## src/rtl/chip8_loader_pkg.sv

```systemverilog
// Shared constants and the loader FSM state type.
package chip8_loader_pkg;

  localparam logic [7:0] CHIP8_SYNC_BYTE = 8'hC8;
  localparam int unsigned CHIP8_BASE_ADDR = 512;

  localparam logic [1:0] CHIP8_ERR_NONE    = 2'd0;
  localparam logic [1:0] CHIP8_ERR_LEN     = 2'd1;
  localparam logic [1:0] CHIP8_ERR_CSUM    = 2'd2;
  localparam logic [1:0] CHIP8_ERR_TIMEOUT = 2'd3;

  typedef enum logic [2:0] {
    ST_IDLE,
    ST_LEN_H,
    ST_LEN_L,
    ST_DATA,
    ST_CSUM
  } state_t;

endpackage

```

## src/rtl/chip8_loader_gap_timer.sv

```systemverilog
// Inter-byte gap counter: clears on every byte, counts while a frame is open,
// and flags the cycle in which the gap reaches LIMIT without a byte arriving.
module chip8_gap_timer #(
  parameter int unsigned LIMIT = 2_500_000
) (
  input  logic clk,
  input  logic rst,
  input  logic clr,
  input  logic en,
  output logic expire
);

  localparam int W = $clog2(LIMIT + 1);
  localparam logic [W-1:0] LAST = W'(LIMIT - 1);
  localparam logic [W-1:0] TOP  = W'(LIMIT);

  logic [W-1:0] count;

  always_ff @(posedge clk) begin
    if (rst || clr) begin
      count <= '0;
    end else if (en && count != TOP) begin
      count <= count + W'(1);
    end
  end

  // A byte in the expiry cycle clears the counter and wins over the timeout.
  assign expire = en && !clr && (count == LAST);

endmodule

```

## src/rtl/chip8_loader.sv

```systemverilog
// Receives a framed CHIP-8 image over the UART byte stream, writes it into program
// memory from BASE_ADDR upward, and holds the interpreter until a frame checks out.
module chip8_loader
  import chip8_loader_pkg::*;
#(
  parameter int unsigned ADDR_WIDTH     = 12,
  parameter int unsigned DATA_WIDTH     = 8,
  parameter int unsigned BASE_ADDR      = CHIP8_BASE_ADDR,
  parameter logic [7:0]  SYNC_BYTE      = CHIP8_SYNC_BYTE,
  parameter int unsigned TIMEOUT_CYCLES = 2_500_000
) (
  input  logic                  clk,
  input  logic                  rst,
  input  logic [DATA_WIDTH-1:0] rx_i,
  input  logic                  rx_i_v,
  output logic                  mem_we,
  output logic [ADDR_WIDTH-1:0] mem_waddr,
  output logic [DATA_WIDTH-1:0] mem_d,
  output logic                  cpu_hold,
  output logic                  cpu_restart,
  output logic                  load_done,
  output logic                  load_err,
  output logic [1:0]            err_code
);

  localparam int LW = 2 * DATA_WIDTH;
  localparam int unsigned MAX_LEN_I = (1 << ADDR_WIDTH) - BASE_ADDR;
  localparam logic [LW:0] MAX_LEN = MAX_LEN_I[LW:0];
  localparam logic [ADDR_WIDTH-1:0] BASE = BASE_ADDR[ADDR_WIDTH-1:0];

  state_t                state;
  logic [DATA_WIDTH-1:0] len_h;
  logic [LW-1:0]         len;
  logic [LW-1:0]         idx;
  logic [DATA_WIDTH-1:0] sum;

  logic [LW-1:0]         len_new;
  logic                  len_bad;
  logic [DATA_WIDTH-1:0] sum_next;
  logic                  frame_open;
  logic                  gap_expire;

  assign len_new    = {len_h, rx_i};
  assign len_bad    = (len_new == '0) || ({1'b0, len_new} > MAX_LEN);
  assign sum_next   = sum + rx_i;
  assign frame_open = (state != ST_IDLE);

  chip8_gap_timer #(.LIMIT(TIMEOUT_CYCLES)) u_gap_timer (
    .clk    (clk),
    .rst    (rst),
    .clr    (rx_i_v),
    .en     (frame_open),
    .expire (gap_expire)
  );

  always_ff @(posedge clk) begin
    if (rst) begin
      state       <= ST_IDLE;
      len_h       <= '0;
      len         <= '0;
      idx         <= '0;
      sum         <= '0;
      mem_we      <= 1'b0;
      mem_waddr   <= BASE;
      mem_d       <= '0;
      cpu_hold    <= 1'b0;
      cpu_restart <= 1'b0;
      load_done   <= 1'b0;
      load_err    <= 1'b0;
      err_code    <= CHIP8_ERR_NONE;
    end else begin
      mem_we      <= 1'b0;
      cpu_restart <= 1'b0;
      load_done   <= 1'b0;
      load_err    <= 1'b0;
      if (rx_i_v) begin
        unique case (state)
          ST_IDLE: begin
            if (rx_i == SYNC_BYTE) begin
              state    <= ST_LEN_H;
              cpu_hold <= 1'b1;
              err_code <= CHIP8_ERR_NONE;
              sum      <= '0;
              idx      <= '0;
            end
          end
          ST_LEN_H: begin
            len_h <= rx_i;
            state <= ST_LEN_L;
          end
          ST_LEN_L: begin
            if (len_bad) begin
              load_err <= 1'b1;
              err_code <= CHIP8_ERR_LEN;
              state    <= ST_IDLE;
            end else begin
              len   <= len_new;
              state <= ST_DATA;
            end
          end
          ST_DATA: begin
            mem_we    <= 1'b1;
            mem_waddr <= BASE + idx[ADDR_WIDTH-1:0];
            mem_d     <= rx_i;
            sum       <= sum_next;
            idx       <= idx + LW'(1);
            if (idx == len - LW'(1)) state <= ST_CSUM;
          end
          ST_CSUM: begin
            // Hold stays up on a bad image: memory may already be partly overwritten.
            if (sum_next == '0) begin
              load_done   <= 1'b1;
              cpu_restart <= 1'b1;
              cpu_hold    <= 1'b0;
            end else begin
              load_err <= 1'b1;
              err_code <= CHIP8_ERR_CSUM;
            end
            state <= ST_IDLE;
          end
          default: state <= ST_IDLE;
        endcase
      end else if (gap_expire) begin
        load_err <= 1'b1;
        err_code <= CHIP8_ERR_TIMEOUT;
        state    <= ST_IDLE;
      end
    end
  end

endmodule

```

## config.mk

```make
export PLATFORM = sky130hd
export DESIGN_NAME = chip8_loader
export DESIGN_NICKNAME = d
export VERILOG_FILES = /design/src/rtl/chip8_loader_pkg.sv /design/src/rtl/chip8_loader_gap_timer.sv /design/src/rtl/chip8_loader.sv
export SDC_FILE = /design/constraint.sdc
export NUM_CORES = 1
export LEC_CHECK = 0
export ABC_AREA = 1
export CAP_MARGIN = 40
export CORE_MARGIN = 3
export CORE_UTILIZATION = 50
export CTS_BUF_LIST = sky130_fd_sc_hd__clkbuf_2 sky130_fd_sc_hd__clkbuf_4 sky130_fd_sc_hd__clkbuf_8
export CTS_CLUSTER_SIZE = 8
export DETAILED_ROUTE_END_ITERATION = 16
export PLACE_DENSITY_LB_ADDON = 0.12
export SYNTH_ARGS = -nofsm -noshare
export SYNTH_HDL_FRONTEND = slang
export SYNTH_SLANG_ARGS = --single-unit
export TNS_END_PERCENT = 10
```

## constraint.sdc

```tcl
create_clock -name clk -period 3.9 [get_ports clk]
set_input_delay 0.78 -clock clk [delete_from_list [all_inputs] [get_ports clk]]
set_output_delay 0.78 -clock clk [all_outputs]
set_load 0.01 [all_outputs]
```

==> flow_metrics.tcl, run 1 <==
set metrics [dict create \
    fin_ws_ps 1139 \
    postSynth.asyncResetShare_pct 0 \
    ctsResizeCount 0 \
    relSlewSlack_pct 56.78 \
    finalSetupViolCount 0 \
    syn_avg_cell_area_sq_um 6.854 \
    tightestPinTransition_ps 646.0 \
    firstDrtPassIters 5 \
    synthCells 766 \
    run_status "completed" \
    p_leak_nw 2.371 \
    max-cap-violations 0 \
    postCtsSetupBuffers 0 \
    finalCritPeriodShare_pct 70.79 \
    finalWirelength_microns 12920 \
    peakVddDrop_v 0.0002328 \
    gp_congestion 0.9051 \
    worstPathArrival_ps 3040 \
    reg2regPathDepth 10 \
    drive_above_1_share_pct 6.974 \
    hpwl_microns 9679 \
    hold_end "mem_waddr[6]" \
    die_w_microns 108.5 \
    r2r-end "err_code[1]" \
    port_buffers 37 \
    cts_hold_buf 0 \
    detail-route-antenna-nets 0 \
    crit_required_ps 4180 \
    start_kind "primary input" \
    p_sw_mw 0.5282 \
    post_drt_wl_per_cell_microns 13.80 \
    holdWs_ps 465.2 \
    yosysMostFrequentCell "nand2_1" \
    cp_max_fo 5 \
    dp_cells 922 \
    grt_max_degree 30 \
    p_seq_share_pct 53.8 \
    cts_made_buffers 9 \
    grt_pass1_vias 4655 \
    clkPwrFrac_pct 33.5 \
    synth_top_area_share_pct 37.75 \
    p_per_area_nw_per_um2 328.2 \
    max_freq_mhz 362.2 \
    sw_frac_of_total_pct 27.18 \
    power.internal_mw 1.415 \
    grt_use_total_pct 23.86 \
    clk_pin_slew_worst_paths_ps 90 \
    synth-edff-count 0 \
    rows 36 \
    ys_ff_latch 99 \
    clk_latency_ps 380 \
    root_buffer "clkbuf_8" \
    chipHeight_microns 108.5 \
    slew_violations 0 \
    post-route-min-period_ps 2761 \
    ios 38 \
    yosys.area.top_type "dfxtp_1" \
    final_cells 936 \
    hold_viol 0 \
    clk_path_buf_depth 2 \
    grt_pass1_wl_microns 22210 \
    hold_path.class "reg -> reg" \
    combPwrFrac_pct 12.7 \
    cts_tree "yes" \
    antenna_found_initial 0 \
    reg2reg_from "sum[0]" \
    syn-num-nets 790 \
    syn_area_sq_um 5250 \
    area_delta_synth_final_pct 12.77 \
    reg2reg_slack_ps 1760 \
    preCtsSetupSlack_ps 754.5 \
    vias 4944 \
    synth.area.top_cells "dfxtp_1, nand2_1, nor2_1" \
    tns_ps 0 \
    cts_num_sinks 99 \
    core_area_sq_um 10000 \
    overflow 0 \
    diodes 0 \
    synth-main-ff-cell "dfxtp_1" \
    path_class "in -> reg" \
    htreeDepth 3 \
    finalClockSkew_ps 9.007 \
    initial_utilization_pct 52.50 \
    ys_types 43 \
    nNetsFinal 824 \
    min_path_cells 2 \
    drc_errors 0 \
    vias_per_cell 5.282 \
    drtIter0Drc 339 \
    min-delay-start "mem_waddr[6]" \
    synthTopCellsByCount "nand2_1, dfxtp_1, nor2_1" \
    grt_setup_unrepaired "false" \
    dieArea_sq_um 11770 \
    yosysWarnings 0 \
    cp-end-kind "flop" \
    yosysSeqAreaShare_pct 37.75 \
    final_util_pct 59.21 \
]
[metrics by stage]
step	area, sq um	power, mW
final	5921	1.943
after global routing	5921	2.037
after CTS	5921	1.961
after detailed placement	5736	1.312
after global placement	5736	1.306
after floorplan	5250	1.244
[registers in the layout, summed over array words and instances (netlist names)]
signal and flops:
load_err 1, cpu_hold 1, idx 16, mem_waddr 12
len_h 8, err_code 2, mem_d 8, state 3
len 16, sum 8, mem_we 1, load_done 1
u_gap_timer.count 22
[layer usage]
layer	track usage, %	share of wire, %
met5	0	0
met4	6.041	1.3
met3	5.552	4.3
met2	38.44	45
met1	32.28	49
[cells in the final DEF, fill, tap and decap left out, drive strengths merged, types with 12 or more instances in the layout]
master | netlist | routed
clkdlybuf4s50 | 0 | 37
nand3 | 45 | 45
nand4 | 12 | 12
inv | 92 | 92
nor3 | 24 | 24
xnor2 | 13 | 13
ha | 12 | 12
nor2 | 103 | 103
o21ai | 65 | 65
dfxtp | 99 | 99
a21oi | 68 | 68
nand2 | 170 | 170
[critical path, stage by stage]
cell,delay [ps]
clkdlybuf4s50_1,480
ha_1,260
fa_1,400
nand3_1,80
nand2_1,80
xnor2_1,210
nand3_1,110
nor2_1,180
nand4_1,220
a21oi_1,190
nor2_1,50
[cells by family (layout without fill, tap and decap cells)]
family,Yosys count,after routing,share of synthesized area (%)
simple gates,365,365,30.86
compound gates,149,149,15.21
buf+inv,116,153,8.937
flops,99,99,37.75
xor+xnor,24,24,4.004
fa+ha+maj,13,13,3.241
[final cells by class]
class                      instances  area (sq um)
clock inverter                     4         53.80
fill                             974          4079
sequential                        99          1982
clock buffer                      10         131.4
tap                              133         166.4
inverter                          93         350.3
timing repair buffer              46         437.9
multi-input combinational        551          2799
[worst max path at each step]
| stage | end | slack, ps | cells past startpoint | from |
|---|---|---|---|---|
| after floorplan | err_code[0] | 1540 | 9 | rx_i[0] |
| after global placement | err_code[0] | 830 | 10 | rx_i[0] |
| after detailed placement | err_code[1] | 750 | 11 | rx_i[0] |
| after CTS | err_code[1] | 1170 | 11 | rx_i[0] |
| after global routing | err_code[1] | 940 | 11 | rx_i[0] |
| final | err_code[1] | 1140 | 11 | rx_i[0] |
[power groups by stage]
stage          Combinational, mW  Sequential [mW]  Clock (mW)
3_3_place_gp               0.238             1.07           0
4_1_cts                    0.246             1.04       0.671
2_1_floorplan              0.178             1.07           0
6_report                   0.247             1.04       0.652
5_1_grt                    0.283             1.05       0.707
3_5_place_dp               0.245             1.07           0
Note: power is estimated with default switching activity, not from simulation.
==> run 2: changes to the inputs <==
- clock period: 3.9 -> 2.3 ns (I/O delays scaled with it)
==> run 2 against run 1 <==
Final cell count is 2.9% higher. Power grew 77%. Design area up 4.8%. Critical path depth fell by 1. Combinational power rose by 87%. Register-to-register slack got worse by 1500 ps. Largest cell class unchanged.
==> flow_metrics.tcl, run 2 (synthesized netlist as in run 1, its figures left out) <==
set metrics [dict create \
    cts_made_buffers 9 \
    vias 5095 \
    hold_end "len[15]" \
    dieArea_sq_um 11770 \
    grt_setup_unrepaired "false" \
    reg2reg_slack_ps 220 \
    finalCritPeriodShare_pct 93.79 \
    detail-route-antenna-nets 0 \
    hpwl_microns 9899 \
    preCtsSetupSlack_ps -465.2 \
    rows 36 \
    cts_num_sinks 99 \
    clk_latency_ps 370 \
    cp_max_fo 5 \
    p_per_area_nw_per_um2 552.8 \
    p_leak_nw 2.554 \
    cts_tree "yes" \
    slew_violations 0 \
    antenna_found_initial 0 \
    post-route-min-period_ps 2157 \
    min_path_cells 2 \
    grt_max_degree 48 \
    peakVddDrop_v 0.0004703 \
    finalSetupViolCount 0 \
    top_regs "u_gap_timer.count: 22 flops, idx: 16 flops, len: 16 flops" \
    gp_congestion 0.9013 \
    firstDrtPassIters 5 \
    final_common_cell "nand2_1" \
    port_buffers 37 \
    run_status "completed" \
    crit_required_ps 2570 \
    hold_viol 0 \
    finalWirelength_microns 13160 \
    fin_ws_ps 142.7 \
    core_area_sq_um 10000 \
    ios 38 \
    nNetsFinal 850 \
    grt_pass1_vias 4762 \
    cts_hold_buf 0 \
    largest_register_ffs 22 \
    htreeDepth 3 \
    tightestPinTransition_ps 409.7 \
    min-delay-start "len[15]" \
    mostFrequentLayoutCells "nand2_1, dfxtp_1, nor2_1, inv_1, a21oi_1" \
    drc_errors 0 \
    area_delta_synth_final_pct 18.23 \
    relSlewSlack_pct 72.48 \
    finalClockSkew_ps 8.689 \
    overflow 0 \
    diodes 0 \
    max_freq_mhz 463.6 \
    design_area_sq_um 6207 \
    initial_utilization_pct 52.50 \
    post_drt_wl_per_cell_microns 13.66 \
    grt_use_total_pct 23.52 \
    grt_pass1_wl_microns 22030 \
    regMostFlops "u_gap_timer.count" \
    place_area_sq_um 5913 \
    clk_path_buf_depth 2 \
    clk_pin_slew_worst_paths_ps 90 \
    chipHeight_microns 108.5 \
    wl_met1_microns 6163 \
    hold_path.class "reg -> reg" \
    met2_length_microns 6066 \
    drtIter0Drc 318 \
    worstPathArrival_ps 2430 \
    reg2regPathDepth 9 \
    drive_above_1_share_pct 10.96 \
    reg2reg_from "sum[0]" \
    start_kind "primary input" \
    wl_met3_microns 739 \
    root_buffer "clkbuf_8" \
    cp-end-kind "flop" \
    die_w_microns 108.5 \
    top_layer_used "met4" \
    vias_per_cell 5.291 \
    path_class "in -> reg" \
    max-cap-violations 0 \
    r2r-end "err_code[0]" \
]
run 2: changes by cell type in the layout (fill, tap and decap cells not counted), sizes merged:
cell	change
buf	+26
clkbuf	+4
clkdlybuf4s50	-3
dlymetal6s2s	+3
clkinvlp	-2
clkinv	-1
run 2: worst max path at each step:
| stage | cells past startpoint | to | from | slack (ps) |
|---|---|---|---|---|
| after floorplan | 9 | err_code[0] | rx_i[0] | 260 |
| after global placement | 10 | err_code[0] | rx_i[0] | -380 |
| after detailed placement | 11 | err_code[0] | rx_i[0] | -470 |
| after CTS | 11 | err_code[1] | rx_i[0] | 30 |
| after global routing | 10 | err_code[0] | rx_i[4] | 20 |
| final | 10 | err_code[0] | rx_i[3] | 140 |
run 2: layout make-up:
type | count | area [sq um]
repair buffers | 72 | 653.1
multi-input cells | 551 | 2839
inverters | 93 | 350.3
fillers | 918 | 3792
flip-flops and latches | 99 | 1982
well taps | 133 | 166.4
clock inverters | 1 | 30.03
clock buffers | 14 | 186.4
run 2: routing by layer:
metal	up-vias	GRT usage, %
li1	2611	-
met3	16	5.493
met4	0	6.041
met2	133	39.23
met5	-	0
met1	2335	30.64
run 2: where the power goes:
part           total, mW  internal [mW]  leakage [nW]  switching (mW)
Sequential          1.77           1.74         0.799          0.0260
Combinational      0.462          0.180          1.64           0.282
Clock               1.20          0.629         0.112           0.570
run 2: worst max-delay path, stage by stage:
cell and delay, ps:
clkdlybuf4s50_1 430, ha_1 350, a21oi_1 190, nand2_2 100
xnor2_2 180, nand3_1 100, nor2_2 120, nand4_1 220
a21oi_1 210, nor2_1 60
run 2: what timing repair did:
item                                    in CTS  in global routing
gates resized for setup                      3                  8
setup buffers                                1                  3
endpoints found under the setup margin       3                  4
pin swaps                                    1                  6
run 2: through the flow:
stage               utilization, %  total power [mW]  std cells  hold slack (ps)  TNS [ps]
finish                       62.07             3.431        963            459.4         0
global route                 62.07             3.594        963            485.6         0
CTS                          61.50             3.465        960            461.1         0
detailed placement           59.13             2.261        944            447.7     -2247
global placement             59.06             2.244        943            443.9     -1968
floorplan                        -             2.110        766            429.5         0
==> run 3: changes to the inputs <==
- GPL_TIMING_DRIVEN: not set -> 0
- PLACE_DENSITY: not set -> 0.72
- PLACE_DENSITY_LB_ADDON: 0.12 -> not set
- SYNTH_HIERARCHICAL: not set -> 1
==> run 3 against run 2 <==
Count of clock-buffer cells in the layout down 3. Power rose by 3.2%. Sequential share of layout area shrank 1.5 points. Largest cell class unchanged. Highest routed layer unchanged.
==> flow_metrics.tcl, run 3 <==
set metrics [dict create \
    run_status "completed" \
    peakVddDrop_v 0.0004029 \
    nNetsFinal 930 \
    yosys.area.top_type "dfxtp_1" \
    p_sw_mw 1.045 \
    ys_types 49 \
    cts_num_sinks 99 \
    yosysWarnings 6 \
    synth-edff-count 0 \
    cts_made_buffers 9 \
    r2r-end "state[0]" \
    port_buffers 37 \
    synth.area.top_cells "dfxtp_1, nand2_1, nor2_1" \
    hold_path.class "reg -> reg" \
    cp_cell_sequence "clkdlybuf4s50_1, ha_2, fa_2, nand3_1, nand2_1, xnor2_2, nand3_2, nor2_4, nand3_4, a21oi_2, nor2_1" \
    syn_area_sq_um 5689 \
    core_area_sq_um 10980 \
    drc_errors 0 \
    grt_pass1_wl_microns 25300 \
    ios 38 \
    post_drt_wl_per_cell_microns 14.28 \
    busiest_layer "met2" \
    overflow 0 \
    fin_ws_ps 80.52 \
    root_buffer "clkbuf_8" \
    initial_utilization_pct 51.80 \
    regArea_sq_um 1989 \
    cp-end-kind "flop" \
    grt_max_degree 16 \
    antenna_found_initial 0 \
    gp_congestion 0.9476 \
    finalSetupViolCount 0 \
    relSlewSlack_pct 50.00 \
    cts_hold_buf 0 \
    synth_top_area_share_pct 34.84 \
    finalClockSkew_ps 10.04 \
    crit_required_ps 2590 \
    dieArea_sq_um 12690 \
    rows 38 \
    synthCells 857 \
    slew_violations 0 \
    start_kind "primary input" \
    grt_pass1_vias 5060 \
    preCtsSetupSlack_ps -468.1 \
    reg2regPathDepth 18 \
    drtIter0Drc 535 \
    finalPower_mw 3.542 \
    clkPwrFrac_pct 32.2 \
    critPathMaxStageDelay_ps 440 \
    met2_usage_pct 36.73 \
    grt_use_total_pct 25.05 \
    post-route-min-period_ps 2219 \
    die_w_microns 112.7 \
    finalWirelength_microns 14990 \
    worstPathArrival_ps 2500 \
    use_met3_pct 5.714 \
    synth-main-ff-cell "dfxtp_1" \
    path_class "in -> reg" \
    firstDrtPassIters 5 \
    multi_input_area_sq_um 3283 \
    max-cap-violations 0 \
    tightestPinTransition_ps 747.3 \
    cts_tree "yes" \
    max_freq_mhz 450.6 \
    power.internal_mw 2.497 \
    sw_frac_of_total_pct 29.50 \
    clk_latency_ps 390 \
    crit_slowest_cell "clkdlybuf4s50_1" \
    mostFrequentLayoutCells "nand2_1, nor2_1, dfxtp_1, inv_1, a21oi_1" \
    ys_ff_latch 99 \
    n_fill_cell 1062 \
    syn_avg_cell_area_sq_um 6.639 \
    top_regs "u_gap_timer/count: 22 flops, idx: 16 flops, len: 16 flops" \
    final_common_cell "nand2_1" \
    diodes 0 \
    crit_path_end "err_code[0]" \
    synthTopCellsByCount "nand2_1, nor2_1, dfxtp_1" \
    p_leak_nw 2.645 \
    combPwrFrac_pct 17.3 \
    cp_max_fo 5 \
    postSynth.asyncResetShare_pct 0 \
    clk_path_buf_depth 2 \
    vias_per_cell 5.344 \
    area_delta_synth_final_pct 15.06 \
    clk_pin_slew_worst_paths_ps 90 \
    tns_ps 0 \
    crit_start "rx_i[0]" \
    yosysMostFrequentCell "nand2_1" \
    chipHeight_microns 112.7 \
    p_per_area_nw_per_um2 541.1 \
    detail-route-antenna-nets 0 \
    regMostFlops "u_gap_timer/count" \
    yosysSeqAreaShare_pct 34.84 \
    htreeDepth 3 \
    hpwl_microns 10970 \
    largest_register_ffs 22 \
    drive_above_1_share_pct 11.21 \
    final_util_pct 59.60 \
    hold_viol 0 \
    reg2reg_from "state[1]" \
    reg2reg_slack_ps 240 \
    vias 5611 \
    syn-num-nets 881 \
    p_seq_share_pct 50.5 \
    finalCritPeriodShare_pct 96.50 \
    grtUsageMet1_pct 36.67 \
]
[run 3: cell type report]
type	instances	share of cell area (%)
Multi-Input combinational cell	631	50.15
Sequential cell	99	30.39
Timing Repair Buffer	38	5.791
Inverter	100	5.753
Tap cell	140	2.676
Buffer	27	2.332
Clock buffer	11	2.122
Clock inverter	4	0.7836
[run 3: how the worst min path moves through the flow]
stage | cells past startpoint | start | endpoint | slack [ps]
2_1_floorplan | 2 | len[15] | len[15] | 430
3_3_place_gp | 2 | len[15] | len[15] | 450
3_5_place_dp | 2 | len[15] | len[15] | 450
4_1_cts | 2 | len[15] | len[15] | 460
5_1_grt | 2 | sum[4] | sum[4] | 490
6_report | 2 | len[15] | len[15] | 460
[run 3: through the flow]
step           instances  hold slack (ps)  instance area [sq um]
6_report            1050            462.5                   6546
5_1_grt             1050            492.6                   6546
4_1_cts             1049            464.4                   6451
3_5_place_dp        1034            448.2                   6235
3_3_place_gp        1034            449.8                   6235
2_1_floorplan        857            430.6                   5689
[run 3: metal layers]
metal	part of all wire (%)	up-vias	wire length [microns]
met5	0	-	0
met4	1.5	0	220
met3	6.3	16	940
met2	43	158	6397
met1	50	2573	7432
li1	-	2864	-
[run 3: cell families after synthesis]
| logic type | Yosys count | share of synthesized area, % |
|---|---|---|
| buf+inv | 127 | 9.237 |
| xor+xnor | 23 | 3.541 |
| flops | 99 | 34.84 |
| simple gates | 467 | 37.06 |
| fa+ha+maj | 13 | 2.991 |
| compound gates | 128 | 12.34 |
[run 3: power by group through the flow]
stage | clock, mW | sequential (mW) | combinational [mW]
6_report | 1.14 | 1.79 | 0.613
5_1_grt | 1.24 | 1.79 | 0.694
4_1_cts | 1.16 | 1.79 | 0.597
3_5_place_dp | 0 | 1.82 | 0.594
3_3_place_gp | 0 | 1.83 | 0.589
2_1_floorplan | 0 | 1.82 | 0.435
[run 3: repair_timing]
item / CTS / global route
pin swaps: 0 / 9
buffers inserted: 0 / 1
resized for setup: 10 / 23
setup endpoints to repair: 10 / 17
[run 3: worst max-delay path: cells and delay by family]
family / cells / cell delay, ps
compound gates: 1 / 140
xor+xnor: 1 / 230
fa+ha+maj: 2 / 560
buf+inv: 1 / 440
simple gates: 6 / 670
